**src/rtl/fetch_queue.sv**
```systemverilog
// fetch_queue: in-order instruction fetch stage with a small output queue.
// Issues word reads to instruction memory, buffers the returned 16-bit
// instructions together with their PC, and presents the oldest one to the
// core over a valid/ready handshake. A redirect flushes the queue, restarts
// fetch at the new PC and discards responses still in flight. Halt stops new
// requests while in-flight responses still land and the core keeps draining.
// Build option: define FETCH_QUEUE_STATS_EN to add the stall_cnt[15:0] output.

module fetch_queue #(
  parameter int unsigned DEPTH    = 4,     // queue entries, power of 2, >= 2
  parameter int unsigned MAX_OUT  = 2,     // outstanding imem reads, 1..DEPTH
  parameter logic [15:0] RESET_PC = 16'h0  // first fetch address after reset
) (
  input  logic        clk,
  input  logic        rst_n,
  output logic        imem_req,
  output logic [15:0] imem_addr,
  input  logic        imem_rsp_valid,
  input  logic [15:0] imem_rsp_data,
  output logic        inst_valid,
  output logic [15:0] inst,
  output logic [15:0] inst_pc,
  input  logic        inst_ready,
  input  logic        redirect,
  input  logic [15:0] redirect_pc,
  input  logic        hlt
`ifdef FETCH_QUEUE_STATS_EN
  ,
  output logic [15:0] stall_cnt
`endif
);

  localparam int unsigned PTR_W = $clog2(DEPTH);
  localparam int unsigned CNT_W = $clog2(DEPTH + 1);
  localparam int unsigned OUT_W = $clog2(MAX_OUT + 1);

  localparam logic [PTR_W-1:0] PTR_ONE = PTR_W'(1);
  localparam logic [CNT_W-1:0] CNT_ONE = CNT_W'(1);
  localparam logic [OUT_W-1:0] OUT_ONE = OUT_W'(1);

  typedef enum logic [1:0] {
    RUN   = 2'd0,
    DRAIN = 2'd1,
    HALT  = 2'd2
  } state_e;

  typedef struct packed {
    logic [15:0] data;
    logic [15:0] pc;
  } entry_t;

  state_e           state_q;
  logic [15:0]      fetch_pc_q, fetch_pc_d;
  logic [15:0]      rsp_pc_q,   rsp_pc_d;
  logic [PTR_W-1:0] rd_ptr_q,   rd_ptr_d;
  logic [PTR_W-1:0] wr_ptr_q,   wr_ptr_d;
  logic [CNT_W-1:0] count_q,    count_d;
  logic [OUT_W-1:0] out_q,      out_d;
  logic [OUT_W-1:0] drop_q,     drop_d;
  entry_t           mem_q [DEPTH];

  logic issue;
  logic push;
  logic pop;

  // Request gating: only in RUN, and only while both the outstanding-read
  // credit and the free-slot credit (queued + in flight < DEPTH) allow it.
  // rst_n is folded in so no request is shown while reset is held.
  always_comb begin
    issue = rst_n && (state_q == RUN) && !hlt && !redirect
            && (32'(out_q) < MAX_OUT)
            && ((32'(count_q) + 32'(out_q)) < DEPTH);
  end

  // Queue handshake strobes: a response is kept only when nothing is pending
  // to be dropped and no redirect is flushing this cycle.
  always_comb begin
    push = imem_rsp_valid && !redirect && (drop_q == '0);
    pop  = (count_q != '0) && inst_ready;
  end

  // Next-state for PCs, queue pointers, occupancy and in-flight bookkeeping.
  always_comb begin
    // NOTE: every signal gets a default first, so no path leaves one unassigned and no latch is inferred.
    fetch_pc_d = fetch_pc_q;
    rsp_pc_d   = rsp_pc_q;
    rd_ptr_d   = rd_ptr_q;
    wr_ptr_d   = wr_ptr_q;
    count_d    = count_q;
    drop_d     = drop_q;
    out_d      = out_q;

    unique case ({issue, imem_rsp_valid})
      2'b10:   out_d = out_q + OUT_ONE;
      2'b01:   out_d = out_q - OUT_ONE;
      default: out_d = out_q;
    endcase

    if (issue) begin
      fetch_pc_d = fetch_pc_q + 16'd1;
    end

    if (redirect) begin
      // Flush everything; every read still in flight after this edge is stale.
      fetch_pc_d = redirect_pc;
      rsp_pc_d   = redirect_pc;
      rd_ptr_d   = '0;
      wr_ptr_d   = '0;
      count_d    = '0;
      drop_d     = imem_rsp_valid ? (out_q - OUT_ONE) : out_q;
    end else begin
      if (imem_rsp_valid) begin
        if (drop_q == '0) begin
          rsp_pc_d = rsp_pc_q + 16'd1;
        end else begin
          drop_d = drop_q - OUT_ONE;
        end
      end
      if (push) begin
        wr_ptr_d = wr_ptr_q + PTR_ONE;
      end
      if (pop) begin
        rd_ptr_d = rd_ptr_q + PTR_ONE;
      end
      unique case ({push, pop})
        2'b10:   count_d = count_q + CNT_ONE;
        2'b01:   count_d = count_q - CNT_ONE;
        default: count_d = count_q;
      endcase
    end
  end

  // Control registers: PCs, pointers, occupancy and in-flight counters.
  always_ff @(posedge clk or negedge rst_n) begin
    if (!rst_n) begin
      fetch_pc_q <= RESET_PC;
      rsp_pc_q   <= RESET_PC;
      rd_ptr_q   <= '0;
      wr_ptr_q   <= '0;
      count_q    <= '0;
      out_q      <= '0;
      drop_q     <= '0;
    end else begin
      // NOTE: non-blocking assignments here so every flop samples pre-edge values regardless of statement order.
      fetch_pc_q <= fetch_pc_d;
      rsp_pc_q   <= rsp_pc_d;
      rd_ptr_q   <= rd_ptr_d;
      wr_ptr_q   <= wr_ptr_d;
      count_q    <= count_d;
      out_q      <= out_d;
      drop_q     <= drop_d;
    end
  end

  // Queue storage: written at the tail with the instruction and its PC.
  // NOTE: storage has no reset; an entry is only ever read after count_q shows it was written.
  always_ff @(posedge clk) begin
    if (push) begin
      mem_q[wr_ptr_q] <= '{data: imem_rsp_data, pc: rsp_pc_q};
    end
  end

  // Fetch FSM: redirect wins, then halt, then the end of a drop window.
  always_ff @(posedge clk or negedge rst_n) begin
    if (!rst_n) begin
      state_q <= RUN;
    end else if (redirect) begin
      state_q <= (drop_d != '0) ? DRAIN : RUN;
    end else begin
      unique case (state_q)
        RUN: begin
          if (hlt) state_q <= HALT;
        end
        DRAIN: begin
          if (hlt)                 state_q <= HALT;
          else if (drop_d == '0)   state_q <= RUN;
        end
        HALT: begin
          if (!hlt) state_q <= RUN;
        end
        default: state_q <= RUN;
      endcase
    end
  end

`ifdef FETCH_QUEUE_STATS_EN
  logic [15:0] stall_q, stall_d;

  // Stall counter: cycles where fetch may run but has no credit to issue.
  always_comb begin
    stall_d = stall_q;
    if (redirect) begin
      stall_d = '0;
    end else if ((state_q == RUN) && !hlt && !issue && (stall_q != 16'hFFFF)) begin
      stall_d = stall_q + 16'd1;
    end
  end

  // Stall counter register, saturating, cleared by reset and redirect.
  always_ff @(posedge clk or negedge rst_n) begin
    if (!rst_n) begin
      stall_q <= '0;
    end else begin
      stall_q <= stall_d;
    end
  end

  assign stall_cnt = stall_q;
`endif

  assign imem_req   = issue;
  assign imem_addr  = fetch_pc_q;
  assign inst_valid = (count_q != '0);
  assign inst       = mem_q[rd_ptr_q].data;
  assign inst_pc    = mem_q[rd_ptr_q].pc;

endmodule

```
**config.mk**
```make
export PLATFORM = sky130hd
export DESIGN_NAME = fetch_queue
export DESIGN_NICKNAME = d
export VERILOG_FILES = /design/src/rtl/fetch_queue.sv
export SDC_FILE = /design/constraint.sdc
export NUM_CORES = 1
export LEC_CHECK = 0
export CORE_MARGIN = 1
export CORE_UTILIZATION = 45
export DETAILED_ROUTE_END_ITERATION = 16
export GPL_TIMING_DRIVEN = 0
export HOLD_SLACK_MARGIN = 0.15
export PLACE_DENSITY = 0.67
export SLEW_MARGIN = 30
export SYNTH_ARGS = -nofsm -noshare
export SYNTH_HDL_FRONTEND = slang
export SYNTH_SLANG_ARGS = --single-unit
export TNS_END_PERCENT = 100
```
**constraint.sdc**
```tcl
create_clock -name clk -period 2.8 [get_ports clk]
set_input_delay 0.56 -clock clk [delete_from_list [all_inputs] [get_ports clk]]
set_output_delay 0.56 -clock clk [all_outputs]
set_load 0.02 [all_outputs]
```
==> results of run 1 <==
-- cell type report --
type | instances | area share
clock buffers | 20 | 0.04797
inverters | 7 | 0.002886
clock inverters | 12 | 0.008246
repair buffers | 97 | 0.1150
plain buffers | 17 | 0.01278
multi-input cells | 242 | 0.2380
flip-flops and latches | 173 | 0.5460
well taps | 211 | 0.02900
-- worst reg2reg max path: stages (launching register included) --
cell and delay, ns:
sky130_fd_sc_hd__dfrtp_1 0.50, sky130_fd_sc_hd__ha_1 0.30, sky130_fd_sc_hd__or4bb_1 0.62, sky130_fd_sc_hd__nor4_1 0.66, sky130_fd_sc_hd__a21bo_2 0.24, sky130_fd_sc_hd__a31oi_1 0.08
-- cells in the mapped netlist, drive strengths merged (4+ instances only) --
| cell type | n | area [µm²] |
|---|---|---|
| mux2 | 7 | 78.83 |
| ha | 8 | 100.1 |
| or3 | 7 | 43.79 |
| xor2 | 4 | 35.03 |
| a21oi | 11 | 55.05 |
| nand4 | 10 | 62.56 |
| mux4 | 32 | 720.7 |
| or4 | 6 | 45.04 |
| a31oi | 12 | 75.07 |
| buf | 5 | 20.01 |
| nor2 | 19 | 71.32 |
| inv | 7 | 26.28 |
| nor4 | 6 | 37.54 |
| nor3 | 7 | 35.03 |
| xnor2 | 16 | 140.1 |
| nand3 | 14 | 70.07 |
| o31ai | 7 | 52.55 |
| o21ai | 5 | 25.02 |
| and3 | 12 | 75.07 |
| edfxtp | 128 | 3844 |
| dfrtp | 45 | 1126 |
| nand2 | 20 | 75.07 |
| clkbuf | 14 | 53.80 |
-- flip-flops by register name, summed over array words and instances (netlist names) --
signal	flops
mem_q	128
state_q	2
drop_q	2
rd_ptr_q	2
count_q	3
wr_ptr_q	2
imem_addr	16
rsp_pc_q	16
out_q	2
-- routing by layer --
layer	wire, µm	vias to the layer above	global-route usage
met3	748	25	0.04699
met2	7182	180	0.3081
met4	244	0	0.07543
met1	6626	2226	0.2555
li1	-	1987	-
met5	0	-	0
-- per-stage QoR --
| stage | instances | setup slack, ns | hold WS (ns) | TNS, ns |
|---|---|---|---|---|
| global route | 779 | -0.01487 | 0.6031 | -0.06760 |
| finish | 779 | 0.08039 | 0.5743 | 0 |
| global placement | 739 | -2.008 | 0.5440 | -216.64 |
| detailed placement | 743 | -0.9728 | 0.5604 | -76.69 |
| CTS | 777 | 0.001894 | 0.5752 | 0 |
| floorplan | 441 | 0.2309 | 0.2644 | 0 |
-- cells by family after synthesis --
| group | Yosys count | synth area share |
|---|---|---|
| XOR/XNOR | 20 | 0.02432 |
| flip-flops | 173 | 0.6901 |
| AO/OA/AOI/OAI | 51 | 0.04760 |
| AND/OR/NAND/NOR | 120 | 0.09225 |
| adder cells (fa/ha/maj) | 9 | 0.01668 |
| multiplexers | 42 | 0.1152 |
| buffers and inverters | 26 | 0.01390 |
-- timing repair --
item / in CTS / in global routing
endpoints found under the hold margin: 45 / 0
pin swaps: 1 / 0
setup buffers: 2 / 2
setup endpoints to repair: 148 / 19
gates cloned: 0 / 0
gates resized for setup: 48 / 14
hold buffers: 2 / 0
-- worst paths after layout --
check | from | endpoint | slack [ns] | cells past startpoint
min | wr_ptr_q[0] | wr_ptr_q[0] | 0.57 | 2
max | rd_ptr_q[0] | inst_pc[12] | 0.08 | 3
min in group asynchronous | rst_n | imem_addr[10] | 0.68 | 3
max reg2reg | rsp_pc_q[1] | rsp_pc_q[12] | 0.29 | 5
max in group asynchronous | rst_n | rd_ptr_q[0] | 1.88 | 3
min reg2reg | wr_ptr_q[0] | wr_ptr_q[0] | 0.57 | 2
-- report_power, final --
| group | internal (mW) | switching (mW) |
|---|---|---|
| sequential | 2.97 | 0.231 |
| combinational | 0.958 | 0.934 |
| clock | 1.12 | 0.919 |
==> impl_metrics.sql, run 1 <==
INSERT INTO impl_metrics (metric_group, metric, value, unit) VALUES
('grt', 'grt_first_pass_wirelength', '23600', 'µm'),
('routing', 'dr_iter_0_viols', '295', ''),
('finish', 'area_grow_syn2layout', '26.41', '%'),
('grt', 'grt_overflow_total', '0', ''),
('setup_path', 'category_of_the_critical_setup_timing_path', 'reg -> out', ''),
('setup_path', 'cp_top_family', 'buffers and inverters', ''),
('floorplanning', 'effective_utilization_at_floorplan', '0.4668', ''),
('yosys', 'ys_ff_latch', '173', ''),
('placement', 'place.gp.congestion', '0.8695', ''),
('clock_network', 'cts_buffer_depth', '2', ''),
('clock_network', 'tritoncts', 'built', ''),
('placement', 'hpwlAfterDp', '9952', 'µm'),
('power_and_ir_drop', 'power.density', '783.8', 'nW/µm²'),
('yosys', 'yosysWarnings', '0', ''),
('timing', 'max_freq', '367.7', 'MHz'),
('finish', 'filler_cell_count', '1203', ''),
('floorplanning', 'die_w', '128.5', 'µm'),
('yosys', 'synth_async_sr_flop_share', '0.2601', ''),
('yosys', 'ys_types', '52', ''),
('floorplanning', 'die-area', '16510', 'µm²'),
('timing', 'final_max_slew_viol_count', '0', ''),
('yosys', 'syn_nets', '488', ''),
('yosys', 'syn-mean-instance-area', '16.33', 'µm²'),
('routing', 'detail_route.wirelength', '14800', 'µm'),
('floorplanning', 'std_cell_core_area', '15430', 'µm²'),
('routing', 'detail_route_antenna_nets', '0', ''),
('routing', 'detail_route.first_pass.iterations', '5', ''),
('timing', 'worst_pin_slew', '0.6788', 'ns'),
('yosys', 'syn_inst', '441', ''),
('timing', 'timing.final.crit_period', '2.720', 'ns'),
('worst_hold_path', 'worst_hold_path_type', 'reg -> reg', ''),
('routing', 'vias_per_cell', '5.671', ''),
('clock_network', 'numCtsBuffers', '17', ''),
('finish', 'final_common_cell', 'sky130_fd_sc_hd__edfxtp_1', ''),
('finish', 'insertedDiodeCount', '0', ''),
('run_status', 'outcome', 'finished, final reports clean', ''),
('timing', 'timing.clock.skew', '0.01110', 'ns'),
('power_and_ir_drop', 'post-layout-total-power', '7.135', 'mW'),
('clock_network', 'clkLatencyLatePin', '0.42', 'ns'),
('setup_path', 'timing.critical_path.to_type', 'output port', ''),
('placement', 'placedInstanceArea', '8434', 'µm²'),
('routing', 'drc_errors', '0', ''),
('placement', 'placement.io_buffers', '87', ''),
('floorplanning', 'design.portCount', '88', ''),
('grt', 'grt_antenna_before_repair', '0', ''),
('setup_path', 'critical-path-max-stage-delay', '0.55', 'ns'),
('yosys', 'netlist_area', '7202', 'µm²'),
('grt', 'grt_util_all_layers', '0.1926', ''),
('finish', 'mostFrequentLayoutCells', 'sky130_fd_sc_hd__edfxtp_1, sky130_fd_sc_hd__clkdlybuf4s50_1, sky130_fd_sc_hd__dfrtp_1', ''),
('grt', 'largest_net_degree_at_the_start_of_global_routing', '46', ''),
('clock_network', 'clk_tree_root_cell', 'sky130_fd_sc_hd__clkbuf_16', ''),
('routing', 'post_drt_wl_per_cell', '19.00', 'µm'),
('timing', 'hold_violations', '0', ''),
('routing', 'via_count', '4418', ''),
('setup_path', 'cp_num_buf_inv', '2', ''),
('floorplanning', 'die-height', '128.5', 'µm'),
('timing', 'min_period_over_period', '0.9713', ''),
('clock_network', 'clkTransAtPathRegs', '0.06', 'ns'),
('run', 'max_cap_violations', '0', ''),
('setup_path', 'timing.critical_path.fanout_max', '10', ''),
('floorplanning', 'num_rows', '45', ''),
('timing', 'slew_limit_headroom', '0.5433', ''),
('clock_network', 'cts.sinks', '173', ''),
('yosys', 'yosys_most_used_dff', 'sky130_fd_sc_hd__edfxtp_1', ''),
('finish', 'layout-drive-gt1-share', '0.1761', ''),
('power_and_ir_drop', 'cellLeakagePower', '3.212', 'nW'),
('power_and_ir_drop', 'vdd_drop_max', '0.0004261', 'V'),
('finish', 'post_layout_net_count', '602', ''),
('setup_path', 'cp_cell_sequence', 'buf_6 > mux4_2 > clkdlybuf4s50_1', ''),
('setup_path', 'critical_path_required', '2.24', 'ns'),
('finish', 'multi_input_comb_area', '2167', 'µm²'),
('setup_path', 'slowest_stage', 'sky130_fd_sc_hd__clkdlybuf4s50_1', ''),
('finish', 'ff_latch_area', '4971', 'µm²'),
('finish', 'layout_utilization', '0.5901', ''),
('yosys', 'synth.yosys.seq_area_share', '0.6901', ''),
('yosys', 'synth_edf_count', '128', ''),
('setup_path', 'worst_setup_path_start_kind', 'register', ''),
('finish', 'fin_area', '9104', 'µm²'),
('grt', 'vias_in_the_first_global_route', '4552', ''),
('timing', 'finalSetupViolCount', '0', ''),
('clock_network', 'htree_levels', '4', ''),
('setup_path', 'timing.critical_path.arrival', '2.16', 'ns');
Power figures use the tool's default switching activity.
==> inputs of run 2 (changes only) <==
--- a/config.mk
+++ b/config.mk
@@ -8,9 +8,9 @@
 export CORE_MARGIN = 1
 export CORE_UTILIZATION = 45
 export DETAILED_ROUTE_END_ITERATION = 16
+export DONT_BUFFER_PORTS = 1
 export GPL_TIMING_DRIVEN = 0
 export HOLD_SLACK_MARGIN = 0.15
-export PLACE_DENSITY = 0.67
 export SLEW_MARGIN = 30
 export SYNTH_ARGS = -nofsm -noshare
 export SYNTH_HDL_FRONTEND = slang
==> run 2 against run 1 <==
Die area unchanged. Combinational power fell by 26%. Highest routed layer unchanged. Clock skew about the same. Critical path type unchanged. Register-to-register slack got worse by 0.02 ns.
==> impl_metrics.sql, run 2 (same netlist as run 1, synthesis figures left out) <==
INSERT INTO impl_metrics (metric_group, metric, value, unit) VALUES
('clock_network', 'clkTransAtPathRegs', '0.06', 'ns'),
('power_and_ir_drop', 'vdd_drop_max', '0.0004601', 'V'),
('setup_path', 'timing.critical_path.arrival', '2.11', 'ns'),
('routing', 'detail_route_antenna_nets', '0', ''),
('routing', 'dr_iter_0_viols', '269', ''),
('floorplanning', 'design.portCount', '88', ''),
('routing', 'post_drt_wl_per_cell', '20.60', 'µm'),
('finish', 'registers.top_by_ff_count', 'mem_q', ''),
('finish', 'instances_no_fill', '689', ''),
('finish', 'filler_cell_count', '1298', ''),
('grt', 'grt_overflow_total', '0', ''),
('placement', 'place.gp.congestion', '0.8592', ''),
('routing', 'detail_route.wirelength', '14190', 'µm'),
('timing', 'hold_violations', '0', ''),
('finish', 'mostFrequentLayoutCells', 'sky130_fd_sc_hd__edfxtp_1, sky130_fd_sc_hd__dfrtp_1, sky130_fd_sc_hd__mux4_2', ''),
('clock_network', 'clk_tree_root_cell', 'sky130_fd_sc_hd__clkbuf_16', ''),
('power_and_ir_drop', 'power.density', '851.5', 'nW/µm²'),
('finish', 'area_grow_syn2layout', '13.99', '%'),
('setup_path', 'regToRegStartpoint', 'count_q[1]', ''),
('setup_path', 'timing.critical_path.fanout_max', '10', ''),
('finish', 'insertedDiodeCount', '0', ''),
('timing', 'timing.clock.skew', '0.01105', 'ns'),
('timing', 'finalSetupViolCount', '0', ''),
('timing', 'final_max_slew_viol_count', '0', ''),
('finish', 'post_layout_net_count', '512', ''),
('clock_network', 'cts.sinks', '173', ''),
('floorplanning', 'die-height', '128.5', 'µm'),
('setup_path', 'worst_setup_path_startpoint', 'rd_ptr_q[1]', ''),
('floorplanning', 'effective_utilization_at_floorplan', '0.4668', ''),
('finish', 'largest_reg_flops', '128', ''),
('finish', 'layout-drive-gt1-share', '0.1862', ''),
('placement', 'dpl.cell_count', '656', ''),
('timing', 'max_freq', '374.5', 'MHz'),
('grt', 'grt_antenna_before_repair', '0', ''),
('placement', 'placement.io_buffers', '0', ''),
('power_and_ir_drop', 'cellLeakagePower', '2.741', 'nW'),
('timing', 'grt_setup_unrepaired', 'no', ''),
('grt', 'grt_util_all_layers', '0.1850', ''),
('setup_path', 'timing.critical_path.to_type', 'output port', ''),
('clock_network', 'number_of_buffers_inserted_to_repair_setup_after_cts', '0', ''),
('grt', 'largest_net_degree_at_the_start_of_global_routing', '46', ''),
('clock_network', 'tritoncts', 'built', ''),
('clock_network', 'htree_levels', '4', ''),
('timing', 'hold-worst-slack', '0.2317', 'ns'),
('setup_path', 'critical_path_required', '2.24', 'ns'),
('routing', 'via_count', '3965', ''),
('run_status', 'outcome', 'finished, final reports clean', ''),
('clock_network', 'numCtsBuffers', '17', ''),
('timing', 'slew_limit_headroom', '0.5288', ''),
('floorplanning', 'die_w', '128.5', 'µm'),
('placement', 'hpwlAfterDp', '9365', 'µm'),
('clock_network', 'clkLatencyLatePin', '0.42', 'ns'),
('finish', 'fin_area', '8209', 'µm²'),
('routing', 'vias_per_cell', '5.755', ''),
('floorplanning', 'die-area', '16510', 'µm²'),
('run', 'max_cap_violations', '0', ''),
('grt', 'vias_in_the_first_global_route', '4045', ''),
('timing', 'min_period_over_period', '0.9536', ''),
('worst_hold_path', 'holdCritStartpoint', 'imem_rsp_data[9]', ''),
('routing', 'detail_route.first_pass.iterations', '4', ''),
('setup_path', 'worst_setup_path_start_kind', 'register', ''),
('floorplanning', 'num_rows', '45', ''),
('placement', 'placedInstanceArea', '7561', 'µm²'),
('setup_path', 'category_of_the_critical_setup_timing_path', 'reg -> out', ''),
('worst_hold_path', 'worst_hold_path_type', 'in -> reg', ''),
('timing', 'timing.final.crit_period', '2.670', 'ns'),
('finish', 'final_common_cell', 'sky130_fd_sc_hd__edfxtp_1', ''),
('clock_network', 'cts_buffer_depth', '2', ''),
('timing', 'worst_pin_slew', '0.7068', 'ns'),
('floorplanning', 'std_cell_core_area', '15430', 'µm²'),
('routing', 'drc_errors', '0', ''),
('grt', 'grt_first_pass_wirelength', '22050', 'µm');
==> run 2: cell count changes in the layout (fill, tap and decap cells not counted), sizes merged <==
cell / previous run / this run
clkinvlp: 2 / 1
inv: 7 / 10
buf: 14 / 10
clkdlybuf4s50: 63 / 0
clkinv: 10 / 7
clkbuf: 33 / 31
dlymetal6s2s: 11 / 0
bufinv: 0 / 3
dlygate4sd2: 12 / 0
==> run 2: layout make-up <==
cell class                 instances  area [µm²]  area share
tap                              211       264.0     0.03216
clock buffer                      18       429.2     0.05228
sequential                       173        4970      0.6054
inverter                           7       26.28    0.003201
buffer                            18       82.58     0.01006
multi-input combinational        242        2142      0.2609
timing repair buffer               6       127.6     0.01555
clock inverter                    14       167.7     0.02042
==> run 2: repair_timing <==
action	4_1_cts	5_1_grt
endpoints found under the hold margin	45	0
hold buffers	2	0
gates resized for setup	15	3
setup endpoints to repair	28	25
==> run 2: worst max-delay path, cell delays in order, from the launching register on <==
cell and delay, ns:
sky130_fd_sc_hd__dfrtp_1 0.33, sky130_fd_sc_hd__clkbuf_1 0.26, sky130_fd_sc_hd__clkbuf_1 0.59, sky130_fd_sc_hd__mux4_2 0.51
==> run 2: path summary, 6_finish.rpt <==
kind | to | slack [ns] | cells past startpoint
max | inst_pc[3] | 0.13 | 3
min | mem_q[1][25] | 0.23 | 0
max reg2reg | imem_addr[9] | 0.27 | 5
min reg2reg | mem_q[1][9] | 0.57 | 0
max in group asynchronous | rsp_pc_q[13] | 1.94 | 2
min in group asynchronous | imem_addr[12] | 0.62 | 2
==> run 2: through the flow <==
stage          TNS, ns  setup WS [ns]  utilization  power [mW]
4_1_cts              0        0.05895       0.5320       7.069
2_1_floorplan        0         0.2309            -       4.342
5_1_grt              0        0.02313       0.5321       7.299
3_5_place_dp         0        0.01316       0.4901       4.657
6_report             0         0.1298       0.5321       6.990
3_3_place_gp    -85.60        -0.6793       0.4839       4.610
==> run 2: metal layers <==
layer / vias up / track usage / wire length [µm]
met3: 15 / 0.05863 / 881
met5: - / 0 / 0
li1: 1802 / - / -
met2: 119 / 0.2919 / 6952
met4: 0 / 0.09135 / 197
met1: 2029 / 0.2319 / 6162
==> run 2: power breakdown <==
| group | internal (mW) | switching [mW] | leakage (nW) |
|---|---|---|---|
| Combinational | 0.582 | 0.813 | 0.764 |
| Sequential | 2.97 | 0.260 | 1.68 |
| Clock | 1.41 | 0.958 | 0.294 |
==> inputs of run 3 (changes only) <==
--- a/config.mk
+++ b/config.mk
@@ -5,8 +5,9 @@
 export SDC_FILE = /design/constraint.sdc
 export NUM_CORES = 1
 export LEC_CHECK = 0
-export CORE_MARGIN = 1
-export CORE_UTILIZATION = 45
+export CAP_MARGIN = 20
+export CORE_MARGIN = 4
+export CORE_UTILIZATION = 50
 export DETAILED_ROUTE_END_ITERATION = 16
 export DONT_BUFFER_PORTS = 1
 export GPL_TIMING_DRIVEN = 0
==> run 3 against run 2 <==
Clock skew fell by 0.0024 ns. Wire length rose by 0.49%. Worst setup slack better by 0.0031 ns. Largest power group unchanged. Count of clock-buffer cells in the layout rose by 5. Utilization increased by 5.6 points. Maximum frequency rose by 0.12%.
==> impl_metrics.sql, run 3 (same netlist as run 1, synthesis figures left out) <==
INSERT INTO impl_metrics (metric_group, metric, value, unit) VALUES
('setup_path', 'slowest_stage', 'sky130_fd_sc_hd__clkbuf_1', ''),
('clock_network', 'clkTransAtPathRegs', '0.06', 'ns'),
('finish', 'final_common_cell', 'sky130_fd_sc_hd__edfxtp_1', ''),
('worst_hold_path', 'worst_hold_path_type', 'in -> reg', ''),
('setup_path', 'worst_setup_path_start_kind', 'primary input', ''),
('finish', 'filler_cell_count', '1080', ''),
('finish', 'mostFrequentLayoutCells', 'sky130_fd_sc_hd__edfxtp_1, sky130_fd_sc_hd__dfrtp_1, sky130_fd_sc_hd__mux4_2', ''),
('routing', 'post_drt_wl_per_cell', '21.68', 'µm'),
('power_and_ir_drop', 'sw_frac_of_total', '0.2797', ''),
('clock_network', 'htree_levels', '4', ''),
('floorplanning', 'design.portCount', '88', ''),
('clock_network', 'numCtsBuffers', '17', ''),
('finish', 'instances_no_fill', '658', ''),
('routing', 'vias_per_cell', '6.050', ''),
('routing', 'detail_route.wirelength', '14260', 'µm'),
('grt', 'grt_util_all_layers', '0.1821', ''),
('power_and_ir_drop', 'cellInternalPower', '5.137', 'mW'),
('floorplanning', 'num_rows', '43', ''),
('floorplanning', 'die_w', '128.0', 'µm'),
('setup_path', 'timing.critical_path.arrival', '2.11', 'ns'),
('setup_path', 'regToRegSetupSlack', '0.27', 'ns'),
('routing', 'drc_errors', '0', ''),
('finish', 'ff_latch_area', '4970', 'µm²'),
('clock_network', 'cts_buffer_depth', '2', ''),
('timing', 'timing.clock.skew', '0.008691', 'ns'),
('placement', 'dpl.cell_count', '625', ''),
('grt', 'grt_antenna_before_repair', '0', ''),
('finish', 'area_grow_syn2layout', '14.14', '%'),
('timing', 'worst_pin_slew', '0.6843', 'ns'),
('power_and_ir_drop', 'comb_power_share', '0.195', ''),
('floorplanning', 'die-height', '128.0', 'µm'),
('clock_network', 'clkLatencyLatePin', '0.42', 'ns'),
('grt', 'largest_net_degree_at_the_start_of_global_routing', '46', ''),
('timing', 'hold_violations', '0', ''),
('setup_path', 'timing.critical_path.fanout_max', '10', ''),
('finish', 'layout-drive-gt1-share', '0.1841', ''),
('setup_path', 'timing.rr.end', 'imem_addr[15]', ''),
('finish', 'post_layout_net_count', '512', ''),
('timing', 'slew_limit_headroom', '0.5396', ''),
('timing', 'grt_setup_unrepaired', 'no', ''),
('placement', 'place.gp.congestion', '0.8352', ''),
('timing', 'finalSetupViolCount', '0', ''),
('clock_network', 'tritoncts', 'built', ''),
('setup_path', 'regToRegStartpoint', 'count_q[1]', ''),
('clock_network', 'clk_tree_root_cell', 'sky130_fd_sc_hd__clkbuf_16', ''),
('finish', 'layout_utilization', '0.5877', ''),
('setup_path', 'critical_path_required', '2.24', 'ns'),
('run_status', 'outcome', 'finished, final reports clean', ''),
('placement', 'placement.io_buffers', '0', ''),
('power_and_ir_drop', 'clk_pwr_share', '0.353', ''),
('power_and_ir_drop', 'power_switching', '1.994', 'mW'),
('worst_hold_path', 'timing.hold.worst_endpoint', 'mem_q[0][26]', ''),
('grt', 'grt_first_pass_wirelength', '22350', 'µm'),
('floorplanning', 'effective_utilization_at_floorplan', '0.5148', ''),
('worst_hold_path', 'holdCritStartpoint', 'imem_rsp_data[10]', ''),
('setup_path', 'r2r.worst_path.cells', '5', ''),
('clock_network', 'number_of_buffers_inserted_to_repair_setup_after_cts', '0', ''),
('routing', 'dr_iter_0_viols', '242', ''),
('clock_network', 'cts.sinks', '173', ''),
('power_and_ir_drop', 'cellLeakagePower', '2.755', 'nW'),
('timing', 'min_period_over_period', '0.9525', ''),
('placement', 'hpwlAfterDp', '9434', 'µm'),
('floorplanning', 'die-area', '16390', 'µm²'),
('setup_path', 'category_of_the_critical_setup_timing_path', 'in -> out', ''),
('finish', 'multi_input_comb_area', '2142', 'µm²'),
('grt', 'vias_in_the_first_global_route', '4073', ''),
('timing', 'final_max_slew_viol_count', '0', ''),
('power_and_ir_drop', 'seqPwrFrac', '0.452', ''),
('setup_path', 'cp_cell_sequence', 'inv_1 > clkbuf_1 > clkbuf_1 > nand4_1 > inv_1', ''),
('floorplanning', 'std_cell_core_area', '13990', 'µm²'),
('routing', 'detail_route.first_pass.iterations', '4', ''),
('routing', 'via_count', '3981', ''),
('run', 'max_cap_violations', '0', ''),
('power_and_ir_drop', 'vdd_drop_max', '0.0004209', 'V'),
('worst_hold_path', 'min_path_cells', '0', ''),
('setup_path', 'timing.critical_path.to_type', 'output port', ''),
('timing', 'timing.final.crit_period', '2.667', 'ns'),
('finish', 'insertedDiodeCount', '0', ''),
('finish', 'largest_reg_flops', '128', ''),
('power_and_ir_drop', 'power.density', '867.6', 'nW/µm²'),
('finish', 'registers.top_by_ff_count', 'mem_q', ''),
('timing', 'max_freq', '374.9', 'MHz'),
('routing', 'detail_route_antenna_nets', '0', ''),
('setup_path', 'critical-path-max-stage-delay', '0.56', 'ns'),
('grt', 'grt_overflow_total', '0', '');
-- run 3: worst max-delay path: cells and delay by family --
kind / cells / cell delay [ns]
buffers and inverters: 4 / 1.29
and+or+nand+nor: 1 / 0.25
-- run 3: area by class of cell --
| type | instances | share of cell area |
|---|---|---|
| Clock inverter | 9 | 0.01903 |
| Timing Repair Buffer | 6 | 0.01613 |
| Multi-Input combinational cell | 242 | 0.2606 |
| Tap cell | 180 | 0.02740 |
| Buffer | 18 | 0.009741 |
| Sequential cell | 173 | 0.6046 |
| Clock buffer | 23 | 0.05936 |
| Inverter | 7 | 0.003196 |
-- run 3: how the worst max path moves through the flow --
stage / startpoint / to / slack (ns)
after floorplan: imem_rsp_valid / mem_q[2][0] / 0.23
after global placement: imem_rsp_valid / mem_q[1][15] / -0.70
after detailed placement: imem_rsp_valid / count_q[2] / -0.03
after CTS: rd_ptr_q[0] / inst_pc[3] / -0.04
after global routing: rd_ptr_q[1] / inst[5] / 0.0009
final: redirect / imem_req / 0.13
-- run 3: power by group through the flow --
stage                     Clock [mW]  Combinational, mW  Sequential, mW
final                           2.52               1.39            3.23
after global placement             0               1.37            3.24
after CTS                       2.56               1.43            3.20
after global routing            2.68               1.51            3.25
after detailed placement           0               1.40            3.25
after floorplan                    0               1.15            3.19
-- run 3: repair_timing --
action / 4_1_cts / 5_1_grt
endpoints found under the hold margin: 45 / 0
setup endpoints to repair: 28 / 31
resized for setup: 12 / 6
hold buffers: 2 / 0
gates cloned: 0 / 0
-- run 3: layer usage --
metal  up-vias  GRT usage  share of wire
met3        16    0.05625          0.064
met1      2041     0.2405           0.43
met2       119     0.2887           0.49
li1       1805          -              -
met5         -          0              0
met4         0    0.06429          0.015
-- run 3: stage by stage --
step                      power, mW  area [µm²]  setup slack [ns]  hold slack, ns  TNS (ns)
after global placement        4.613        7427           -0.6958          0.2662    -87.92
after detailed placement      4.652        7527          -0.02655          0.2661  -0.02655
after global routing          7.449        8220         0.0009341          0.2036         0
after floorplan               4.342        7202            0.2309          0.2644         0
after CTS                     7.199        8213          -0.03507          0.2158   -0.4101
final                         7.132        8220            0.1329          0.2316         0
